`config.mk`:
```
export PLATFORM = sky130hd
export DESIGN_NAME = maze_query_arbiter
export DESIGN_NICKNAME = d
export VERILOG_FILES = /design/src/rtl/maze_pkg.sv /design/src/rtl/rr_arbiter.sv /design/src/rtl/maze_query_arbiter.sv
export SDC_FILE = /design/constraint.sdc
export NUM_CORES = 1
export LEC_CHECK = 0
export BUFFER_PORTS_ARGS = -buffer_cell sky130_fd_sc_hd__clkbuf_2
export CAP_MARGIN = 20
export CELL_PAD_IN_SITES_DETAIL_PLACEMENT = 0
export CELL_PAD_IN_SITES_GLOBAL_PLACEMENT = 1
export CORE_MARGIN = 2
export CORE_UTILIZATION = 43
export DETAILED_ROUTE_END_ITERATION = 7
export PLACE_DENSITY = 0.8
export SLEW_MARGIN = 5
export SYNTH_ARGS = -nofsm -noshare
export SYNTH_HDL_FRONTEND = slang
export SYNTH_HIERARCHICAL = 1
export SYNTH_SLANG_ARGS = --single-unit
```
`constraint.sdc`:
```
create_clock -name clk -period 6.9 [get_ports clk]
set_input_delay 1.38 -clock clk [delete_from_list [all_inputs] [get_ports clk]]
set_output_delay 1.38 -clock clk [all_outputs]
set_load 0.1 [all_outputs]
```
`src/rtl/maze_pkg.sv`:
```
// maze_pkg: maze geometry, tile codes, direction encoding and arbiter FSM states
// shared by the maze query arbiter and the mover modules.
package maze_pkg;

   localparam int MAZE_W     = 28;
   localparam int MAZE_H     = 36;
   localparam int TUNNEL_ROW = 19;

   localparam logic [1:0] TILE_PATH = 2'd0;
   localparam logic [1:0] TILE_WALL = 2'd1;
   localparam logic [1:0] TILE_DOOR = 2'd2;

   localparam logic [1:0] DIR_UP    = 2'd0;
   localparam logic [1:0] DIR_RIGHT = 2'd1;
   localparam logic [1:0] DIR_DOWN  = 2'd2;
   localparam logic [1:0] DIR_LEFT  = 2'd3;

   typedef enum logic [1:0] {IDLE, ISSUE, DRAIN, RESP} stateT;

   // Code 3 is an alternate path tile, so only walls and doors need special handling.
   function automatic logic tilePass(logic [1:0] code, logic doorOk);
      return (code == TILE_WALL) ? 1'b0 : (code == TILE_DOOR) ? doorOk : 1'b1;
   endfunction

endpackage

```
`src/rtl/rr_arbiter.sv`:
```
// rr_arbiter: combinational round-robin grant, searching upward from ptr with wrap;
// returns one-hot grant, its index and a valid flag.
module rr_arbiter #(
   parameter int N  = 5,
   parameter int IW = (N > 1) ? $clog2(N) : 1
) (
   input  logic [N-1:0]  req,
   input  logic [IW-1:0] ptr,
   output logic [N-1:0]  grant,
   output logic [IW-1:0] idx,
   output logic          valid
);

   always_comb begin
      grant = '0;
      idx   = '0;
      valid = 1'b0;
      for (int i = 0; i < N; i++) begin
         if (!valid && req[(int'(ptr) + i) % N]) begin
            grant[(int'(ptr) + i) % N] = 1'b1;
            idx   = IW'((int'(ptr) + i) % N);
            valid = 1'b1;
         end
      end
   end

endmodule

```
`src/rtl/maze_query_arbiter.sv`:
```
// maze_query_arbiter: shares the maze tile ROM among the movers; per grant it reads the
// four neighbour tiles (U,R,D,L) and returns a registered can-move nibble with a done pulse.
module maze_query_arbiter #(
   parameter int N_REQ      = 5,
   parameter int MAZE_W     = maze_pkg::MAZE_W,
   parameter int MAZE_H     = maze_pkg::MAZE_H,
   parameter int TUNNEL_ROW = maze_pkg::TUNNEL_ROW
) (
   input  logic                 clk,
   input  logic                 reset,
   input  logic [N_REQ-1:0]     req,
   input  logic [6*N_REQ-1:0]   tile_x,
   input  logic [6*N_REQ-1:0]   tile_y,
   input  logic [N_REQ-1:0]     door_ok,
   output logic [9:0]           rom_addr,
   input  logic [1:0]           rom_data,
   output logic [N_REQ-1:0]     done,
   output logic [4*N_REQ-1:0]   can_move,
   output logic                 busy
);
   import maze_pkg::*;

   localparam int IW = (N_REQ > 1) ? $clog2(N_REQ) : 1;
   localparam logic signed [6:0] XMAX = 7'(MAZE_W - 1);
   localparam logic signed [6:0] YMAX = 7'(MAZE_H - 1);

   stateT state, stateNext;
   logic [IW-1:0] ptr, idx, grantIdx;
   logic [N_REQ-1:0] grantOh;
   logic grantAny;
   logic [5:0] curX, curY;
   logic doorOk;
   logic [1:0] k, pendK;
   logic pend, pendRead;
   logic [3:0] res, resNext;
   logic signed [6:0] nx, ny, wx;
   logic inMaze, onTunnel, nbValid;
   logic [9:0] nbAddr;

   rr_arbiter #(.N(N_REQ), .IW(IW)) arb (
      .req(req),
      .ptr(ptr),
      .grant(grantOh),
      .idx(grantIdx),
      .valid(grantAny)
   );

   assign busy = (state != IDLE);

   always_comb begin
      stateNext = state;
      case (state)
         IDLE:    stateNext = grantAny ? ISSUE : IDLE;
         ISSUE:   stateNext = (k == DIR_LEFT) ? DRAIN : ISSUE;
         DRAIN:   stateNext = RESP;
         default: stateNext = IDLE;
      endcase
   end

   // Neighbour for slot k; x wraps only on the tunnel row, out-of-maze tiles block all.
   always_comb begin
      nx       = $signed({1'b0, curX}) + ((k == DIR_RIGHT) ? 7'sd1 : (k == DIR_LEFT) ? -7'sd1 : 7'sd0);
      ny       = $signed({1'b0, curY}) + ((k == DIR_DOWN) ? 7'sd1 : (k == DIR_UP) ? -7'sd1 : 7'sd0);
      inMaze   = (curX < 6'(MAZE_W)) && (curY < 6'(MAZE_H));
      onTunnel = (curY == 6'(TUNNEL_ROW));
      wx       = nx[6] ? XMAX : (nx > XMAX) ? 7'sd0 : nx;
      nbValid  = inMaze && !ny[6] && (ny <= YMAX) && (onTunnel || (!nx[6] && (nx <= XMAX)));
      nbAddr   = 10'(ny) * 10'(MAZE_W) + 10'(wx);
      rom_addr = (state == ISSUE && nbValid) ? nbAddr : '0;
   end

   // ROM data arrives one cycle after its address, so each slot resolves a cycle late.
   always_comb begin
      resNext = res;
      if (pend) resNext[pendK] = pendRead & tilePass(rom_data, doorOk);
   end

   always_ff @(posedge clk) begin
      if (reset) begin
         state    <= IDLE;
         ptr      <= '0;
         idx      <= '0;
         curX     <= '0;
         curY     <= '0;
         doorOk   <= 1'b0;
         k        <= '0;
         pend     <= 1'b0;
         pendK    <= '0;
         pendRead <= 1'b0;
         res      <= '0;
         done     <= '0;
         can_move <= '0;
      end else begin
         state    <= stateNext;
         done     <= '0;
         pend     <= (state == ISSUE);
         pendK    <= k;
         pendRead <= nbValid;
         res      <= resNext;
         if (state == IDLE && grantAny) begin
            idx    <= grantIdx;
            curX   <= tile_x[6*grantIdx +: 6];
            curY   <= tile_y[6*grantIdx +: 6];
            doorOk <= |(door_ok & grantOh);
            res    <= '0;
         end
         if (state == ISSUE) k <= k + 2'd1;
         if (state == DRAIN) begin
            can_move[4*idx +: 4] <= resNext;
            done                 <= N_REQ'(1) << idx;
         end
         if (state == RESP) ptr <= (idx == IW'(N_REQ - 1)) ? '0 : idx + 1'b1;
      end
   end

endmodule

```
==> results.md <==
* Status: completed
* Grt total ovfl at 0
* Initial antenna violation count at 0
* Final WS setup at 0.3030 ns
* Hold_sp: can_move[2]$_SDFFE_PP0P_
* CP Max Fanout at 8
* Comb power frac at 0.697
* Post-route DRC violation count at 0
* Reported max-cap violation count at 0
* Post-synthesis mux area share at 0.08222
* Drt first pass iters at 5
* Sw frac at 0.4839
* Post-synthesis compound-gate area fraction at 0.2507
* Flop-to-flop setup slack at 0.83 ns
* Worst-Margin Slew at 1.072 ns
* Fin cells at 1070
* Fraction of layout cells with a size suffix above 1 at 0.2144
* Die Ht at 126.8 um
* Post-synthesis sequential area ratio at 0.1729
* Ranking of synthesized cells by area: dfxtp_1, ha_1, mux4_2
* Crit-path cells: inv_1, ha_2, or2_2, ha_1, fa_1, xnor2_2, inv_1, ha_1, inv_1, fa_1, inv_1, fa_1, ha_1, nor2b_1, o21ai_0, xor2_1, nor3_2, clkbuf_2
* Ports at 110
* Core area at 0.01464 sq mm
* Area grow syn2layout at 13.28%
* Post-synth top area cell: dfxtp_1
* Required time of the worst setup path at 5.52 ns
* Max transition margin at 0.2852
* Max Root-Sink Buffers at 2
* Switching power of the nets at 0.001000 W
* EDFF count, synth at 0
* Root Buffer: clkbuf_16
* Synth Register Bits at 56
* Post-Place Setup Slack at 0.3577 ns
* Routed via count at 6349
* Post-synth top area share at 0.1729
* Final ANT Viol Nets at 0
* Final Hold Vio Count at 0
* FP Rows at 44
* Die span in x at 126.8 um
* Internal Power at 0.001067 W
* Die Area at 0.01607 sq mm
* Fin crit period at 6.597 ns
* Cell variety after synth at 93
* # hold bufs at CTS at 0
* Worst Setup Start Kind: flip-flop
* Critical path type: reg2out
* Port Buf Inserts at 109
* PwrDens at 281.5 mW/mm^2
* First-pass GRT wire length at 29660 um
* DP Wirelength at 14160 um
* Post-Synth XOR/XNOR Area at 0.05482
* Worst r2r src: ptr[1]$_SDFFE_PP0N_
* Post-cts resize count at 0
* Worst clock skew at 0.005624 ns
* Initial DRC count at 453
* Gr usage total at 0.2228
* CP endpoint kind: output pin
* Seq pwr share at 0.174
* Fmax at 0.1516 GHz
* Post-Synth Adder-Cell Area at 0.1598
* Synth Flop Type: dfxtp_1
* Leakage at 3.175 nW
* Clock sink count at 56
* Critical path arrival at 5.22 ns
* Worst reg2reg path endpoint: curX[3]$_SDFFE_PP0P_
* Initial core utilization at 0.4427
* Fraction of registers with async set/reset at 0
* Fin nets at 1037
* Fin. max-slew vios at 0
* Peak supply drop at 0.3031 mV
* Wirelength per Cell at 16.89 um
* Endpoint, Worst Hold: can_move[2]$_SDFFE_PP0P_
* Clock power frac at 0.129
* Synth Area in Simple Gates at 0.2191
* GPL Wtd Cong at 0.8495
* Synthesized Nets at 947
* R2r worst-path depth at 23
* # setup viols final at 0
* Area of the multi-input gates at 0.005012 sq mm
* Worst path max stage delay at 0.53 ns
* YS warnings at 6
* Hold/Removal Path Class: reg2reg
* TNS Setup at 0 ns
* Final period util at 0.9561
* CTS tree: built
* CP most frequent cell: inv_1
* Largest family of logic cells by synthesized area: compound AO/OA/AOI/OAI gates
* Vias in the first global route at 5921
* Inserted Diodes at 0
* Fillcell total at 1452
* Placed insts at 1062
* Hold Path Cell Cnt at 2
* Register area at 0.001122 sq mm
* Synth top cells by count: ha_1, nor2_1, nand2_1
* Cells after Synth at 795
* Syn Area/Cell at 8.154 sq um
* CP max-delay cell: fa_1
* H-tree depth at 2
* Clk slew on worst S/H paths at 0.08 ns
* Post-CTS setup buffers at 0
* Largest net degree at the start of global routing at 53
* Post-Syn Area at 0.006482 sq mm
* Clk Latency, worst-skew pair at 0.30 ns
* Vias per std cell at 5.934
* Total CTS buffers at 5
* Drt total wl at 18070 um
## layout by cell type, fill, tap and decap left out, types with 6 or more instances in the layout
master	netlist	final
nor2b_1	12	12
a21o_1	13	13
mux2i_1	18	18
nand2_1	66	66
clkbuf_2	0	108
nand3_1	25	25
a21oi_1	52	52
o31ai_1	9	9
or3_1	10	10
mux4_2	12	12
a31oi_1	9	9
a211oi_1	14	14
dfxtp_1	56	55
inv_1	48	48
a22oi_1	26	26
o21ai_0	18	18
o211ai_1	9	9
ha_1	70	69
xnor2_1	27	26
fa_1	8	8
xor2_1	8	8
nor3_1	31	27
nor3_2	3	7
buf_4	2	11
nor2_1	70	70
o22ai_1	7	7
mux2_2	6	6
nor3b_1	7	7
nand2b_1	7	7
## worst max-delay path by stage
stage | from | endpoint | slack, ns | depth (start not counted)
detailed placement | k[0]$_SDFFE_PP0P_ | rom_addr[7] | 0.36 | 18
CTS | k[0]$_SDFFE_PP0P_ | rom_addr[7] | 0.03 | 18
finish | k[1]$_SDFFE_PP0P_ | rom_addr[7] | 0.30 | 18
floorplan | k[0]$_SDFFE_PP0P_ | rom_addr[9] | -0.06 | 19
global placement | k[0]$_SDFFE_PP0P_ | rom_addr[9] | 0.51 | 20
global route | k[1]$_SDFFE_PP0P_ | rom_addr[9] | -0.01 | 20
## cell type report
cell class              count  share of cell area
flip-flops and latches     56              0.1528
repair buffers            120             0.08639
clock inverters             3            0.003749
clock buffers               5             0.01704
well taps                 184             0.03135
inverters                  51             0.02607
multi-input cells         651              0.6826
## cells by family after synthesis
family / Yosys count
multiplexers: 37
AO/OA/AOI/OAI: 223
XOR/XNOR: 38
AND/OR/NAND/NOR: 274
adder cells (fa/ha/maj): 78
flip-flops: 56
other: 1
buffers and inverters: 88
## critical path: cells and delay by family, from the launching register on
family	cells	cell delay, ns
DFF	1	0.39
adders and majority gates	7	2.38
AOI/OAI and AO/OA	1	0.17
buffers and inverters	5	0.83
xor gates and xnor gates	2	0.40
and+or+nand+nor	3	0.73
## per-layer routing
metal / part of all wire / wire length [um] / global-route usage / vias up
li1: - / - / - / 3124
met1: 0.49 / 8874 / 0.3341 / 3004
met2: 0.44 / 8030 / 0.3533 / 206
met3: 0.058 / 1050 / 0.02488 / 15
met4: 0.0064 / 115 / 0.03167 / 0
met5: 0 / 0 / 0 / -
## metrics by stage
step | utilization | instance area [sq um] | power, W | hold WS [ns]
CTS | 0.5004 | 7328 | 0.002085 | 0.5042
global placement | 0.4900 | 7176 | 0.001770 | 0.4888
global route | 0.5015 | 7343 | 0.002281 | 0.5288
floorplan | - | 6511 | 0.001581 | 0.4767
finish | 0.5015 | 7343 | 0.002067 | 0.5038
detailed placement | 0.4900 | 7176 | 0.001814 | 0.4937
## registers in the layout (all words and copies together) (netlist names)
signal	flops
ptr	3
can_move	20
state	2
pendK	2
res	4
pend	1
k	2
curY	6
idx	3
curX	6
done	5
pendRead	1
doorOk	1
## power groups by stage
stage | combinational, W | clock (W) | sequential [W]
detailed placement | 0.00145 | 0 | 0.000366
finish | 0.00144 | 0.000267 | 0.000359
floorplan | 0.00122 | 0 | 0.000357
CTS | 0.00146 | 0.000272 | 0.000358
global route | 0.00164 | 0.000284 | 0.000361
global placement | 0.00141 | 0 | 0.000364
Note: power is estimated with default switching activity, not from simulation.
